**config.mk**
```make
export PLATFORM = sky130hd
export DESIGN_NAME = des_key_schedule
export DESIGN_NICKNAME = d
export VERILOG_FILES = /design/src/rtl/des_pkg.sv /design/src/rtl/des_pc2.sv /design/src/rtl/des_key_schedule.sv
export SDC_FILE = /design/constraint.sdc
export NUM_CORES = 1
export LEC_CHECK = 0
export CORE_UTILIZATION = 45
export CTS_BUF_LIST = sky130_fd_sc_hd__clkbuf_4 sky130_fd_sc_hd__clkbuf_8 sky130_fd_sc_hd__clkbuf_16
export CTS_CLUSTER_SIZE = 30
export DETAILED_ROUTE_END_ITERATION = 10
export HOLD_SLACK_MARGIN = 0.02
export PLACE_DENSITY = 0.81
export SLEW_MARGIN = 10
export SYNTH_ARGS = -nofsm -noshare
export SYNTH_HDL_FRONTEND = slang
export SYNTH_SLANG_ARGS = --single-unit
```
**constraint.sdc**
```tcl
create_clock -name clk -period 2.9 [get_ports clk]
set_clock_uncertainty 0.15 [all_clocks]
set_input_delay 0.435 -clock clk [delete_from_list [all_inputs] [get_ports clk]]
set_output_delay 0.435 -clock clk [all_outputs]
set_load 0.01 [all_outputs]
```
**src/rtl/des_pkg.sv**
```systemverilog
// Shared DES key-schedule constants: permutation tables, per-round shift counts,
// widths, and the 28-bit half-register rotation helper.
package des_pkg;

    localparam int KEY_W      = 64;
    localparam int CD_W       = 28;
    localparam int SUBKEY_W   = 48;
    localparam int NUM_ROUNDS = 16;

    typedef enum logic {
        ST_IDLE = 1'b0,
        ST_GEN  = 1'b1
    } ks_state_t;

    // PC-1: entry i names the key bit (1 = MSB) that lands in C/D position i+1.
    localparam int PC1 [0:55] = '{
        57, 49, 41, 33, 25, 17,  9,
         1, 58, 50, 42, 34, 26, 18,
        10,  2, 59, 51, 43, 35, 27,
        19, 11,  3, 60, 52, 44, 36,
        63, 55, 47, 39, 31, 23, 15,
         7, 62, 54, 46, 38, 30, 22,
        14,  6, 61, 53, 45, 37, 29,
        21, 13,  5, 28, 20, 12,  4
    };

    // PC-2: entry i names the {C,D} bit (1 = MSB) that lands in subkey position i+1.
    localparam int PC2 [0:47] = '{
        14, 17, 11, 24,  1,  5,
         3, 28, 15,  6, 21, 10,
        23, 19, 12,  4, 26,  8,
        16,  7, 27, 20, 13,  2,
        41, 52, 31, 37, 47, 55,
        30, 40, 51, 45, 33, 48,
        44, 49, 39, 56, 34, 53,
        46, 42, 50, 36, 29, 32
    };

    localparam logic [1:0] SHIFT [1:16] = '{
        2'd1, 2'd1, 2'd2, 2'd2, 2'd2, 2'd2, 2'd2, 2'd2,
        2'd1, 2'd2, 2'd2, 2'd2, 2'd2, 2'd2, 2'd2, 2'd1
    };

    // Left moves bits toward position 1 (the MSB); amt is 1 or 2.
    function automatic logic [1:CD_W] rotate_cd(input logic [1:CD_W] v,
                                                 input logic          left,
                                                 input logic [1:0]    amt);
        logic [1:CD_W] r;
        if (left) begin
            r = (amt == 2'd2) ? {v[3:CD_W], v[1:2]} : {v[2:CD_W], v[1]};
        end else begin
            r = (amt == 2'd2) ? {v[CD_W-1:CD_W], v[1:CD_W-2]} : {v[CD_W], v[1:CD_W-1]};
        end
        return r;
    endfunction

endpackage

```
**src/rtl/des_pc2.sv**
```systemverilog
// Permuted Choice 2: selects the 48 round-key bits from the 56-bit {C,D} pair.
module des_pc2
    import des_pkg::*;
(
    input  logic [1:2*CD_W]   cd,
    output logic [1:SUBKEY_W] subkey
);

    for (genvar g = 0; g < SUBKEY_W; g++) begin : g_pc2
        assign subkey[g+1] = cd[PC2[g]];
    end

endmodule

```
**src/rtl/des_key_schedule.sv**
```systemverilog
// Sequential DES subkey generator: loads a key, then hands out K1..K16
// (or K16..K1 for decrypt) one per valid/ready transfer.
module des_key_schedule
    import des_pkg::*;
(
    input  logic              clk,
    input  logic              rst,
    input  logic              start,
    input  logic              decrypt,
    input  logic [1:KEY_W]    key_in,
    output logic              busy,
    output logic              k_valid,
    input  logic              k_ready,
    output logic [1:SUBKEY_W] subkey,
    output logic [3:0]        round_idx,
    output logic              done,
    output ks_state_t         state
);

    // Handshake: a subkey moves when k_valid and k_ready are both high on a
    // rising edge; while k_valid is high and k_ready low, subkey and round_idx
    // hold, and k_valid never drops until its subkey has been taken.

    ks_state_t     state_q, state_d;
    logic          mode_q;
    logic [3:0]    round_q;
    logic [1:CD_W] c_q, d_q;
    logic          done_q;

    logic [1:2*CD_W] c0d0;
    logic [1:CD_W]   c0, d0;
    logic            accept, xfer, last;
    logic [4:0]      sh_idx;
    logic [1:0]      sh_amt;

    for (genvar g = 0; g < 2*CD_W; g++) begin : g_pc1
        assign c0d0[g+1] = key_in[PC1[g]];
    end

    assign c0 = c0d0[1:CD_W];
    assign d0 = c0d0[CD_W+1:2*CD_W];

    assign accept = (state_q == ST_IDLE) && start;
    assign xfer   = k_valid && k_ready;
    assign last   = (round_q == 4'(NUM_ROUNDS - 1));

    always_ff @(posedge clk) begin
        if (rst) begin
            state_q <= ST_IDLE;
        end else begin
            state_q <= state_d;
        end
    end

    always_comb begin
        state_d = state_q;
        case (state_q)
            ST_IDLE: if (start)        state_d = ST_GEN;
            ST_GEN:  if (xfer && last) state_d = ST_IDLE;
            default:                   state_d = ST_IDLE;
        endcase
    end

    // Encrypt walks forward through SHIFT; decrypt undoes the shifts in reverse,
    // starting from C0/D0 because the 16 left shifts sum to a full rotation.
    always_comb begin
        sh_idx = mode_q ? (5'd16 - {1'b0, round_q}) : ({1'b0, round_q} + 5'd2);
        if (sh_idx > 5'd16) begin
            sh_idx = 5'd16;
        end
        sh_amt = SHIFT[sh_idx];
    end

    always_ff @(posedge clk) begin
        if (rst) begin
            mode_q  <= 1'b0;
            round_q <= 4'd0;
            c_q     <= '0;
            d_q     <= '0;
            done_q  <= 1'b0;
        end else begin
            done_q <= xfer && last;
            if (accept) begin
                mode_q  <= decrypt;
                round_q <= 4'd0;
                if (decrypt) begin
                    c_q <= c0;
                    d_q <= d0;
                end else begin
                    c_q <= rotate_cd(c0, 1'b1, SHIFT[1]);
                    d_q <= rotate_cd(d0, 1'b1, SHIFT[1]);
                end
            end else if (xfer && !last) begin
                round_q <= round_q + 4'd1;
                c_q     <= rotate_cd(c_q, !mode_q, sh_amt);
                d_q     <= rotate_cd(d_q, !mode_q, sh_amt);
            end
        end
    end

    des_pc2 u_pc2 (
        .cd     ({c_q, d_q}),
        .subkey (subkey)
    );

    assign busy      = (state_q == ST_GEN);
    assign k_valid   = (state_q == ST_GEN);
    assign round_idx = round_q;
    assign done      = done_q;
    assign state     = state_q;

endmodule

```
==> flow_metrics.py <==
metrics = {
    "outcome": {
        "run_status": "finished clean",
    },
    "power": {
        "leakage_nw": 3.11,
        "clockPowerShare_pct": 37.3,
        "powerDensity_mw_per_mm2": 458,
        "switching_share_pct": 29.7,
        "p_int_mw": 2.31,
        "p_comb_share_pct": 30.6,
        "power_switching_uw": 973,
        "seqPwrFrac_pct": 32.1,
        "vdd_drop_max_v": 0.000255,
    },
    "clock_network": {
        "cts_sinks": 63,
        "clock_path_buffers": 2,
        "cts_setup_buffers": 0,
        "holdBufCountCts": 0,
        "worstSkewPairLatency_ps": 340,
        "cts_resized": 0,
        "path_clk_slew_ps": 60,
        "htree_levels": 3,
        "cts_root_buf": "clkbuf_16",
        "cts_made_buffers": 9,
        "tritoncts": "yes",
    },
    "worst_setup_path": {
        "reg2reg_depth": 8,
        "rr_startpoint": "round_idx[2]$_SDFFE_PP0P_",
        "arrival_ps": 2790,
        "slowest_delay_ps": 460,
        "crit_family": "compound AO/OA/AOI/OAI gates",
        "path_cells": "inv_1 -> ha_1 -> nand3b_1 -> o311a_4 -> buf_4 -> mux2_4 -> a221oi_2 -> a211oi_1",
        "reg2reg_to": "d_q[18]$_SDFFE_PP0P_",
        "startpoint": "round_idx[2]$_SDFFE_PP0P_",
        "reg2reg_slack_ps": 180,
        "worstSetupStartpointType": "register",
        "crit_fanout": 14,
        "cp_num_cells": 8,
        "cp-end-kind": "register",
        "critPathRequiredTime_ps": 2970,
        "critical_path.endpoint": "d_q[18]$_SDFFE_PP0P_",
        "path_class": "reg -> reg",
        "crit_buf_inv": 2,
        "slowest_stage": "dfxtp_1",
    },
    "drt": {
        "wl_met3_um": 876,
        "firstDrtPassIters": 5,
        "routed_wl_um": 15700,
        "final_antenna_net_count": 0,
        "drc_errors": 0,
        "wl_met2_um": 7420,
        "top_layer": "met4",
        "met1_length_um": 7080,
        "vias": 4941,
        "routed_via_density": 6.08,
        "wl_per_cell_um": 19.3,
        "drtIter0Drc": 338,
    },
    "logic_synthesis": {
        "synth_area_leaders": "dfxtp_1, mux2_2, a221oi_2",
        "ys_ff_latch": 63,
        "syn_inst": 610,
        "avgSynthCellArea_sq_um": 9.66,
        "synth_top_area_share_pct": 21.4,
        "synth_top_family_by_area": "multiplexers",
        "synth_xor_area_share_pct": 0.743,
        "yosys.area_share.simple_pct": 11.4,
        "syn_area_sq_mm": 0.00589,
        "synth_cell_type_count": 31,
        "synth_fa_ha_area_share_pct": 0.849,
        "synth_mux_area_share_pct": 33.6,
        "synth_fp_nets": 683,
        "yosysSeqAreaShare_pct": 21.4,
        "yosysWarnings": 0,
        "synth_top_cell_by_area": "dfxtp_1",
        "synth-compound-area-share_pct": 20.3,
    },
    "layout": {
        "nNetsFinal": 709,
        "area_growth_pct": 21.5,
        "layout.area.seq_sq_mm": 0.00126,
        "drive_gt1_share_pct": 29.6,
        "diodes": 0,
        "multi_input_area_sq_mm": 0.00400,
        "fin_area_sq_mm": 0.00716,
        "nFillCells": 1104,
    },
    "grt": {
        "grt_pass1_wl_um": 25000,
        "grt_overflow": 0,
        "grtUsageTotal_pct": 23.4,
        "grt_pass1_vias": 4757,
        "antenna_found_initial": 0,
        "grt_max_degree": 58,
    },
    "die": {
        "dieWidth_um": 116,
        "die_h_um": 116,
        "core_area_sq_mm": 0.0127,
        "rows": 41,
        "io_pins": 125,
        "dieArea_sq_mm": 0.0136,
        "start_util_pct": 46.5,
    },
    "hold_path": {
        "min_path_type": "reg -> reg",
    },
    "sta": {
        "finalWorstSetupSlack_ps": 179,
        "post-route-min-period_ps": 2720,
        "hold_viol_final": 0,
        "worst_pin_slew_ps": 937,
        "fin_tns_setup_ps": 0,
        "max_freq_ghz": 0.368,
        "setup_viol": 0,
        "holdWs_ps": 380,
        "slew_violations": 0,
        "fin_crit_sh_pct": 93.8,
        "slew_headroom_pct": 37.6,
        "grt_setup_unrepaired": "false",
    },
    "placed_design": {
        "placed_cell_area_sq_mm": 0.00683,
        "io_buffers": 116,
        "gp_congestion": 0.799,
        "hpwl_um": 10100,
        "place_worst_setup_slack_ps": 115,
    },
    "job": {
        "maxCapViolations": 0,
    },
}
-- area by class of cell --
class / count / share of cell area, %
tap: 172 / 3.01
multi-input combinational: 429 / 55.8
timing repair buffer: 130 / 18.8
clock buffer: 13 / 3.74
sequential: 63 / 17.6
clock inverter: 3 / 0.909
inverter: 3 / 0.157
-- how the worst min path moves through the flow --
stage	slack (ps)	end	depth (start not counted)	start
after floorplan	340	c_q[9]$_SDFFE_PP0P_	2	c_q[9]$_SDFFE_PP0P_
after global placement	360	c_q[9]$_SDFFE_PP0P_	2	c_q[9]$_SDFFE_PP0P_
after detailed placement	370	c_q[9]$_SDFFE_PP0P_	2	c_q[9]$_SDFFE_PP0P_
after CTS	380	c_q[9]$_SDFFE_PP0P_	2	c_q[9]$_SDFFE_PP0P_
after global routing	420	c_q[22]$_SDFFE_PP0P_	2	c_q[22]$_SDFFE_PP0P_
final	380	c_q[9]$_SDFFE_PP0P_	2	c_q[9]$_SDFFE_PP0P_
-- worst reg2reg max path, delay by kind of cell (launching register included) --
family	cells	cell delay, ps
simple gates	1	120
compound gates	3	730
buf+inv	2	470
mux	1	350
flops	1	460
fa+ha+maj	1	320
-- cells in the final DEF, fill, tap and decap left out, types with 2 or more instances in the layout --
cell and count:
nor3_1 5, xor2_1 3, xnor2_1 2, mux2_4 40
nor2_1 57, nor2_4 2, a221oi_2 40, nand2_1 5
nand3_1 3, clkbuf_4 2, mux2_2 72, a211oi_1 56
buf_2 2, clkbuf_16 9, clkdlybuf4s50_1 114, a221oi_1 16
buf_12 7, dfxtp_1 63, buf_4 7, inv_1 3
mux2i_1 57, clkbuf_8 2, ha_1 4, and3_1 56
bufinv_16 2
-- power by group through the flow --
stage / Combinational (mW) / Clock, mW / Sequential [mW]
6_report: 1.00 / 1.22 / 1.05
5_1_grt: 1.07 / 1.27 / 1.07
4_1_cts: 1.00 / 1.23 / 1.05
3_5_place_dp: 0.996 / 0 / 1.07
3_3_place_gp: 0.975 / 0 / 1.06
2_1_floorplan: 0.740 / 0 / 1.03
-- flip-flops by register name (all words and copies together), names as in the netlist --
name / flops
c_q: 28
d_q: 28
round_idx: 4
busy: 1
done: 1
mode_q: 1
-- logic make-up after synthesis --
kind of cell             Yosys count
AO/OA/AOI/OAI                    117
XOR/XNOR                           5
adder cells (fa/ha/maj)            4
buffers and inverters            118
flip-flops                        63
multiplexers                     169
AND/OR/NAND/NOR                  134
-- Yosys cell counts, drive strengths merged --
| cell | count |
|---|---|
| nand2b | 1 |
| nand2 | 5 |
| ha | 4 |
| nor2b | 2 |
| nand3b | 1 |
| nor3 | 5 |
| nand3 | 3 |
| a211oi | 56 |
| clkbuf | 40 |
| mux2i | 57 |
| mux2 | 112 |
| and3 | 56 |
| o211ai | 1 |
| xnor2 | 2 |
| o311a | 1 |
| buf | 75 |
| a221oi | 56 |
| or2 | 1 |
| dfxtp | 63 |
| a21oi | 1 |
| nor2 | 59 |
| inv | 3 |
| a311oi | 1 |
| nor4 | 1 |
| xor2 | 3 |
| o22ai | 1 |
-- per-stage QoR --
| step | cells | total power [mW] | utilization [%] |
|---|---|---|---|
| after floorplan | 610 | 1.77 | - |
| after global placement | 797 | 2.04 | 53.9 |
| after detailed placement | 797 | 2.06 | 53.9 |
| after CTS | 813 | 3.28 | 56.5 |
| after global routing | 813 | 3.41 | 56.5 |
| final | 813 | 3.28 | 56.5 |
-- metal layers --
metal | track usage, % | vias to the layer above
li1 | - | 2326
met3 | 3.01 | 26
met5 | 0 | -
met2 | 37.3 | 187
met4 | 8.55 | 0
met1 | 32.2 | 2402
No activity file was read; power rests on OpenSTA's default activity.
